===== config.mk =====
export PLATFORM = sky130hd
export DESIGN_NAME = full_adder
export DESIGN_NICKNAME = d
export VERILOG_FILES = /design/src/rtl/full_adder_bit.sv /design/src/rtl/full_adder.sv
export SDC_FILE = /design/constraint.sdc
export NUM_CORES = 1
export LEC_CHECK = 0
export ABC_AREA = 1
export BUFFER_PORTS_ARGS = -buffer_cell sky130_fd_sc_hd__buf_4
export CORE_AREA = 2 2 39 41
export DETAILED_ROUTE_END_ITERATION = 8
export DIE_AREA = 0 0 41 43
export MAX_ROUTING_LAYER = met4
export SYNTH_ARGS = -nofsm -noshare
export SYNTH_HDL_FRONTEND = slang
export SYNTH_SLANG_ARGS = --single-unit

===== constraint.sdc =====
create_clock -name clk -period 1.19 [get_ports clk]
set_input_delay 0.357 -clock clk [delete_from_list [all_inputs] [get_ports clk]]
set_output_delay 0.357 -clock clk [all_outputs]
set_load 0.1 [all_outputs]

===== src/rtl/full_adder_bit.sv =====
// Single-bit full-adder slice; the leaf cell chained by full_adder.
module full_adder_bit (
    input  logic a,
    input  logic b,
    input  logic carry_in,
    output logic sum,
    output logic carry_out
);

    assign sum       = a ^ b ^ carry_in;
    assign carry_out = (a & b) | (carry_in & (a ^ b));

endmodule


===== src/rtl/full_adder.sv =====
// WIDTH-bit ripple-carry adder with combinational and registered results.
// Optional sticky result checker on port err when FULL_ADDER_CHECK_EN is defined.
module full_adder #(
    parameter int unsigned WIDTH = 1
) (
    input  logic             clk,
    input  logic             rst_n,
    input  logic [WIDTH-1:0] a,
    input  logic [WIDTH-1:0] b,
    input  logic             carry_in,
    input  logic             in_valid,
    output logic [WIDTH-1:0] sum,
    output logic             carry_out,
    output logic [WIDTH-1:0] sum_q,
    output logic             carry_out_q,
    output logic             out_valid
`ifdef FULL_ADDER_CHECK_EN
    ,
    output logic             err
`endif
);

    logic [WIDTH:0] carry;

    assign carry[0] = carry_in;

    for (genvar i = 0; i < WIDTH; i++) begin : g_slice
        full_adder_bit u_bit (
            .a         (a[i]),
            .b         (b[i]),
            .carry_in  (carry[i]),
            .sum       (sum[i]),
            .carry_out (carry[i+1])
        );
    end

    assign carry_out = carry[WIDTH];

    always_ff @(posedge clk) begin
        if (!rst_n) begin
            sum_q       <= '0;
            carry_out_q <= 1'b0;
            out_valid   <= 1'b0;
        end else if (in_valid) begin
            sum_q       <= sum;
            carry_out_q <= carry_out;
            out_valid   <= 1'b1;
        end else begin
            out_valid   <= 1'b0;
        end
    end

`ifdef FULL_ADDER_CHECK_EN
    logic [WIDTH-1:0] a_q;
    logic [WIDTH-1:0] b_q;
    logic             carry_in_q;
    logic [WIDTH:0]   check_sum;

    // Reference is recomputed from the captured operands, independent of the slice chain.
    assign check_sum = {1'b0, a_q} + {1'b0, b_q} + {{WIDTH{1'b0}}, carry_in_q};

    always_ff @(posedge clk) begin
        if (!rst_n) begin
            a_q        <= '0;
            b_q        <= '0;
            carry_in_q <= 1'b0;
            err        <= 1'b0;
        end else begin
            if (in_valid) begin
                a_q        <= a;
                b_q        <= b;
                carry_in_q <= carry_in;
            end
            if (out_valid && (check_sum != {carry_out_q, sum_q})) begin
                err <= 1'b1;
            end
        end
    end
`endif

endmodule


; ---- After elaboration in Yosys (flattened, before gate mapping)
; Index checks and enable logic that the tools add are counted.
; Widths: inputs -> output; s select.
[word_totals]
ff_bits = 3
input_bits = 6
output_inout_bits = 5
wordCells = 9
[op_classes]
mux = 1
bitwise_logic = 5
[op_table]
columns = op, n
row1 = $and 1x1->1, 2
row2 = $xor 1x1->1, 2
row3 = $mux 1, 1
row4 = $or 1x1->1, 1

; ---- Logic depth before layout (Yosys ltp)
; Gate-level depths: netlist (run 1).
[depth]
word_depth = 3
mapped_depth = 5
mapped_depth_nobuf = 5

; ---- Cells and area by module
; From an unflattened synthesis (run 1), not the netlist that was laid out.
[hier_totals]
hier_cells = 16
hier_area_um2 = 125.1
[by_module_without_submodules]
columns = mod, n_inst, cells_each, area_each_um2, seq_area_each_um2
row1 = full_adder, 1, 15, 105.1, 60.1
row2 = full_adder_bit, 1, 1, 20.0, 0.0

; ---- Worst setup path before layout (run 1)
; No wires, ideal clock.
[synth_path]
path_type = input-to-output
from = input port a
to = output port sum
t_arrival_ns = 1.548
path_slack_ns = -0.715
cell_stages = 1
n_path_buf = 0
cell_sequence = fa_1
[synth_via]
elab_chain_len = 2
[synth_lines]
columns = element, line_no
row1 = from (decl), full_adder.sv:8  ; input logic [WIDTH-1:0] a,
row2 = $xor 1x1->1 (2 in a row), full_adder_bit.sv:10  ; assign sum = a ^ b ^ carry_in;
row3 = to (decl), full_adder.sv:12  ; output logic [WIDTH-1:0] sum,
; Every way passes these cells.

; ---- Worst setup path after layout (run 1)
[layout_path]
from = input port b
to = output port sum
[layout_via]
elab_chain_len = 2
[layout_lines]
columns = element, line_no
row1 = from (decl), full_adder.sv:9  ; input logic [WIDTH-1:0] b,
row2 = $xor 1x1->1 (2 in a row), full_adder_bit.sv:10
; Every way passes these cells.

==> impl_metrics.csv, run 1 <==
group,metric,value,unit
synthesis,synth-compound-area-share,0,%
cts,tritoncts,"yes",
synthesis,post_synthesis_xor_xnor_area_fraction,0,%
setup_path,cp_num_buf_inv,2,
synthesis,synth-warning-count,0,
timing,fin_setup_tns,-0.590,ns
power_and_ir_drop,max-vdd-ir-drop,0.000328,V
synthesis,postSynthAreaPerCell,7.82,µm²
timing,setup_skew_after_layout,0,ns
finish,synthToLayoutAreaGrowth,136,%
finish,drive_gt1_share,58.1,%
cts,cts_root_buf,"clkbuf_4",
floorplanning,core,0.00138,mm²
routing,routed_wire_length_per_instance,6.70,µm
power_and_ir_drop,post-layout-total-power,0.504,mW
cts,postCtsSetupBuffers,0,
routing,drt-vias-per-instance,3.09,
synthesis,synth.mux.area_fraction,0,%
cts,clock_sinks,3,
synthesis,post_synthesis_cells,16,
finish,insertedDiodeCount,0,
floorplanning,placementRows,14,
global_route,grt_first_pass_wirelength,503,µm
timing,max-slew-margin-rel,86.6,%
finish,finish.cell_count_without_fillers,47,
global_route,grtUsageTotal,5.65,%
job,timing.max_cap.violations,0,
setup_path,crit_path_max_incr_delay,0.59,ns
outcome,failed_checks,"setup timing",
floorplanning,dieHeight,43,µm
hold_path,worst_hold_path_type,"in -> reg",
global_route,global_route.overflow_total,0,
setup_path,cp-start-kind,"input port",
timing,setup_repair_after_global_routing_missed_its_margin,"yes",
place,portBuffers,10,
outcome,run_status,"complete, but fails checks",
setup_path,critical_path_peak_fanout,2,
cts,cts_made_buffers,3,
floorplanning,initial_utilization,9.04,%
finish,nets,39,
synthesis,synth_adder_area_share,16.0,%
setup_path,crit_required,0.83,ns
timing,period_share,133,%
place,post-place-cells,43,
routing,drtIter0Drc,2,
timing,finalHoldViolations,0,
timing,slew_violations,0,
routing,first_drt_pass_iteration_count,2,
timing,tightestPinTransition,0.201,ns
timing,fmax,0.632,GHz
routing,num_vias,145,
routing,drtAntennaViolNets,0,
power_and_ir_drop,leakage_power,0.152,nW
floorplanning,chipWidth,41,µm
setup_path,arrival_time_of_the_worst_setup_path,1.23,ns
timing,timing.final.ws_setup,-0.392,ns
synthesis,yosys.cell_types.count,5,
cts,clk_path_buf_depth,2,
power_and_ir_drop,cellPowerDensity,1710,mW/mm²
setup_path,critPathKind,"in -> out",
global_route,grt_start_max_net_pins,6,
synthesis,postSynthNetCount,23,
synthesis,syn_area,125,µm²
routing,drt_drc_violations_left,0,
cts,cts-htree-levels,1,
global_route,antenna_violations_before_repair,0,
timing,fin_crit,1.58,ns
synthesis,main_combinational_cell_family_by_area_after_synthesis,"simple AND/OR/NAND/NOR gates",
cts,clk_pin_slew,0.04,ns
floorplanning,die_area,0.00176,mm²
global_route,grt_pass1_vias,128,
setup_path,worst_setup_path_end_kind,"output pin",
setup_path,critical_path.slowest_cell,"fa_2",
floorplanning,num_io_pins,11,
cts,clock_latency,0.24,ns
setup_path,timing.critical_path.cells,"buf_6 > fa_2 > buf_12",
timing,setup_viols_final,2,
synthesis,post_synth_and_or_nand_nor_area_fraction,27.0,%
routing,detail_route.wirelength,315,µm
synthesis,synth-seq-area-share,48.0,%
place,gp_congestion,0.468,
synthesis,ys_seq_elements,3,
setup_path,path_delay_family,"adder cells",
==> worst reg2reg max path: stages (launching register included) <==
cell	delay (ns)
dfxtp_2	0.31
nor2_1	0.09
nor2_1	0.05
==> through the flow <==
stage / instance area, µm² / setup WS, ns / hold slack [ns] / utilization [%]
after detailed placement: 234 / -0.491 / 0.462 / 16.9
after CTS: 288 / -0.391 / 0.330 / 20.8
after floorplan: 131 / -0.437 / 0.450 / -
final: 295 / -0.392 / 0.333 / 21.3
after global placement: 234 / -0.485 / 0.457 / 16.9
after global routing: 295 / -0.409 / 0.341 / 21.3
==> registers in the layout, indices dropped and copies added (netlist names) <==
name	count
carry_out_q	1
out_valid	1
sum_q	1
==> final timing paths <==
| check | slack [ns] | depth (start not counted) | endpoint | startpoint |
|---|---|---|---|---|
| worst min-delay path | 0.33 | 3 | out_valid$_SDFF_PN0_ | rst_n |
| worst min register to register | 0.47 | 2 | carry_out_q$_SDFFE_PN0P_ | carry_out_q$_SDFFE_PN0P_ |
| worst max-delay path | -0.39 | 3 | sum | b |
| worst max register to register | 0.63 | 2 | sum_q$_SDFFE_PN0P_ | sum_q$_SDFFE_PN0P_ |
==> Yosys cell counts <==
master | n | area share, %
dfxtp_1 | 3 | 48
fa_1 | 1 | 16
nor2_1 | 4 | 12
nand2_1 | 5 | 15
inv_1 | 3 | 9.0
==> metal layers <==
| layer | vias up | wire length, µm | track usage (%) | share of wire [%] |
|---|---|---|---|---|
| met5 | - | 0 | - | 0 |
| met4 | 0 | 16 | 8.00 | 5.1 |
| met3 | 2 | 54 | 6.28 | 17 |
| met2 | 8 | 136 | 5.31 | 43 |
| met1 | 60 | 107 | 4.49 | 34 |
| li1 | 75 | - | - | - |
==> logic make-up (layout without fill, tap and decap cells) <==
kind of cell             after synthesis  count (layout)
buffers and inverters                  3              18
flip-flops                             3               3
adder cells (fa/ha/maj)                1               1
AND/OR/NAND/NOR                        9               9
==> repair_timing <==
item | in CTS | in global routing
hold buffers | 0 | 0
setup endpoints to repair | 4 | 3
pin swaps | 1 | 1
gates resized for setup | 7 | 2
hold endpoints to repair | 0 | 0
==> cell type report <==
type	count	area, µm²
timing repair buffer	11	118
inverter	3	11.3
fill	155	1090
sequential	3	63.8
tap	16	20.0
clock buffer	4	26.3
multi-input combinational	10	56.3
==> layout by cell type, fill, tap and decap left out <==
cell type,Yosys,layout
buf_4,0,4
dfxtp_2,0,3
nor2_1,4,4
clkbuf_4,0,3
fa_2,0,1
clkbuf_1,0,1
nand2_1,5,5
buf_6,0,6
inv_1,3,3
buf_12,0,1
==> power by group <==
part	switching, mW	leakage, nW	internal (mW)	total (mW)
clock network	0.0580	0.0150	0.126	0.184
logic	0.139	0.111	0.0670	0.206
registers	0.00419	0.0258	0.110	0.114
Note: power is estimated with default switching activity, not from simulation.
==> run 2: changes to the inputs <==
- CELL_PAD_IN_SITES_DETAIL_PLACEMENT: default -> 1
- CELL_PAD_IN_SITES_GLOBAL_PLACEMENT: default -> 1
- PLACE_DENSITY_LB_ADDON: default -> 0.1
- clock period: 1.19 -> 2.05 ns (I/O delays scaled with it)
==> run 2 against run 1 <==
  * The run still ends with setup timing left
  * Register-to-register slack improved by 0.87 ns
  * Core utilization decreased by 1.9 points
  * Total power decreased by 44%
  * Via count is 2.1% lower
  * Clock skew stayed put
  * Sequential power is 43% lower
  * Sequential cell count is the same
  * Critical path depth stayed put
  * Global-route usage shrank 0.52 points
  * Die area stayed put
  * Count of clock-buffer cells in the layout is the same
  * Sequential share of layout area grew 0.72 points
  * Critical endpoint unchanged
  * Largest cell class unchanged
==> impl_metrics.csv, run 2 (synthesis gave the netlist of run 1 again) <==
group,metric,value,unit
finish,final_common_cell,"buf_4",
finish,insertedDiodeCount,0,
setup_path,worstReg2RegStart,"sum_q$_SDFFE_PN0P_",
cts,ctsHoldBuffers,0,
job,timing.max_cap.violations,0,
cts,clock_latency,0.23,ns
floorplanning,dieHeight,43,µm
power_and_ir_drop,max-vdd-ir-drop,0.000341,V
finish,multi_input_comb_area,56.3,µm²
timing,finalHoldViolations,0,
setup_path,critPathKind,"in -> out",
outcome,run_status,"complete, but fails checks",
finish,drive_gt1_share,46.7,%
place,gp_congestion,0.589,
timing,timing.final.ws_setup,-0.0448,ns
cts,tritoncts,"yes",
timing,fin_crit,2.09,ns
timing,period_share,102,%
timing,tightestPinTransition,0.278,ns
global_route,antenna_violations_before_repair,0,
power_and_ir_drop,leakage_power,0.142,nW
routing,detail_route.wirelength,329,µm
finish,postLayoutCoreUtil,19.4,%
cts,cts_root_buf,"clkbuf_4",
setup_path,worst_setup_path_end_kind,"output pin",
global_route,grt_start_max_net_pins,6,
setup_path,arrival_time_of_the_worst_setup_path,1.48,ns
routing,drt-vias-per-instance,3.09,
cts,clock_sinks,3,
place,hpwl_detailed,270,µm
power_and_ir_drop,cellPowerDensity,1050,mW/mm²
finish,top_regs,"carry_out_q x1, out_valid x1, sum_q x1",
finish,seqCellArea,60.1,µm²
cts,cts-htree-levels,1,
floorplanning,num_io_pins,11,
routing,num_vias,142,
finish,fillCellCount,174,
timing,setup_viols_final,1,
hold_path,worst_hold_path_type,"reg -> reg",
setup_path,crit_path_start,"a",
timing,max-slew-margin-rel,81.6,%
setup_path,worst_r2r_endpoint,"sum_q$_SDFFE_PN0P_",
timing,slew_violations,0,
timing,setup_repair_after_global_routing_missed_its_margin,"yes",
hold_path,holdPathStages,2,
place,post-place-cells,42,
global_route,grtUsageTotal,5.13,%
hold_path,min_from,"carry_out_q$_SDFFE_PN0P_",
routing,first_drt_pass_iteration_count,1,
floorplanning,initial_utilization,9.04,%
setup_path,worst_r2r_path_depth,2,
global_route,grt_first_pass_wirelength,503,µm
routing,met1_length,121,µm
floorplanning,placementRows,14,
cts,clk_pin_slew,0.04,ns
timing,fmax,0.477,GHz
setup_path,critical_path_peak_fanout,2,
floorplanning,core,0.00138,mm²
cts,clk_path_buf_depth,2,
floorplanning,die_area,0.00176,mm²
timing,setup_skew_after_layout,0,ns
finish,layout_common_cells,"buf_4 (7), nand2_1 (5), nor2_1 (4)",
finish,synthToLayoutAreaGrowth,115,%
routing,drtAntennaViolNets,0,
finish,nets,38,
setup_path,regToRegSetupSlack,1.50,ns
routing,drt_drc_violations_left,0,
floorplanning,chipWidth,41,µm
timing,fin_setup_tns,-0.0448,ns
cts,cts_made_buffers,3,
global_route,global_route.overflow_total,0,
routing,drtIter0Drc,0,
setup_path,crit_required,1.43,ns
finish,finish.cell_count_without_fillers,46,
hold_path,worst_hold_path.endpoint,"carry_out_q$_SDFFE_PN0P_",
global_route,grt_pass1_vias,139,
routing,route.met3.wl,51,µm
outcome,failed_checks,"setup timing",
place,portBuffers,10,
setup_path,cp-start-kind,"input port",
routing,routed_wire_length_per_instance,7.15,µm
routing,highest-signal-layer,"met3",
place,dpl_worst_slack,-0.149,ns
routing,met2_length,156,µm
==> run 2: cell count changes in the layout (fill, tap and decap cells not counted), sizes merged <==
| cell | before | now |
|---|---|---|
| buf | 11 | 10 |
==> run 2: how the worst max path moves through the flow <==
stage,cells after the start,to,slack [ns]
2_1_floorplan,1,sum,-0.09
3_3_place_gp,3,sum,-0.15
3_5_place_dp,3,sum,-0.15
4_1_cts,3,sum,-0.05
5_1_grt,3,sum,-0.06
6_report,3,sum,-0.04
==> run 2: timing repair <==
item                                    4_1_cts  5_1_grt
cloned                                        0        0
endpoints found under the setup margin        1        1
setup buffers                                 0        0
pin swaps                                     1        1
gates resized for setup                       4        1
==> run 2: where the power goes <==
| part | switching, mW | leakage (nW) | internal (mW) |
|---|---|---|---|
| sequential | 0.00172 | 0.0250 | 0.0630 |
| combinational | 0.0802 | 0.102 | 0.0332 |
| clock | 0.0304 | 0.0150 | 0.0729 |
==> run 2: per-layer routing <==
metal | global-route usage [%] | vias to the layer above
li1 | - | 72
met1 | 5.11 | 63
met2 | 5.94 | 7
met3 | 7.85 | 0
met4 | 0 | 0
met5 | - | -
==> run 2: worst max-delay path, stage by stage <==
cell and delay [ns]:
buf_6 0.09, fa_2 0.59, buf_12 0.18
==> run 2: final cells by class <==
class	count	area share, %
well taps	16	7.44
inverters	3	4.19
clock buffers	4	9.77
flip-flops and latches	3	22.3
multi-input cells	10	20.9
repair buffers	10	35.3
==> run 2: through the flow <==
| step | power, mW | area, µm² | hold WS, ns |
|---|---|---|---|
| 2_1_floorplan | 0.148 | 128 | 0.708 |
| 3_3_place_gp | 0.168 | 223 | 0.466 |
| 3_5_place_dp | 0.168 | 223 | 0.474 |
| 4_1_cts | 0.287 | 265 | 0.482 |
| 5_1_grt | 0.298 | 269 | 0.511 |
| 6_report | 0.282 | 269 | 0.474 |
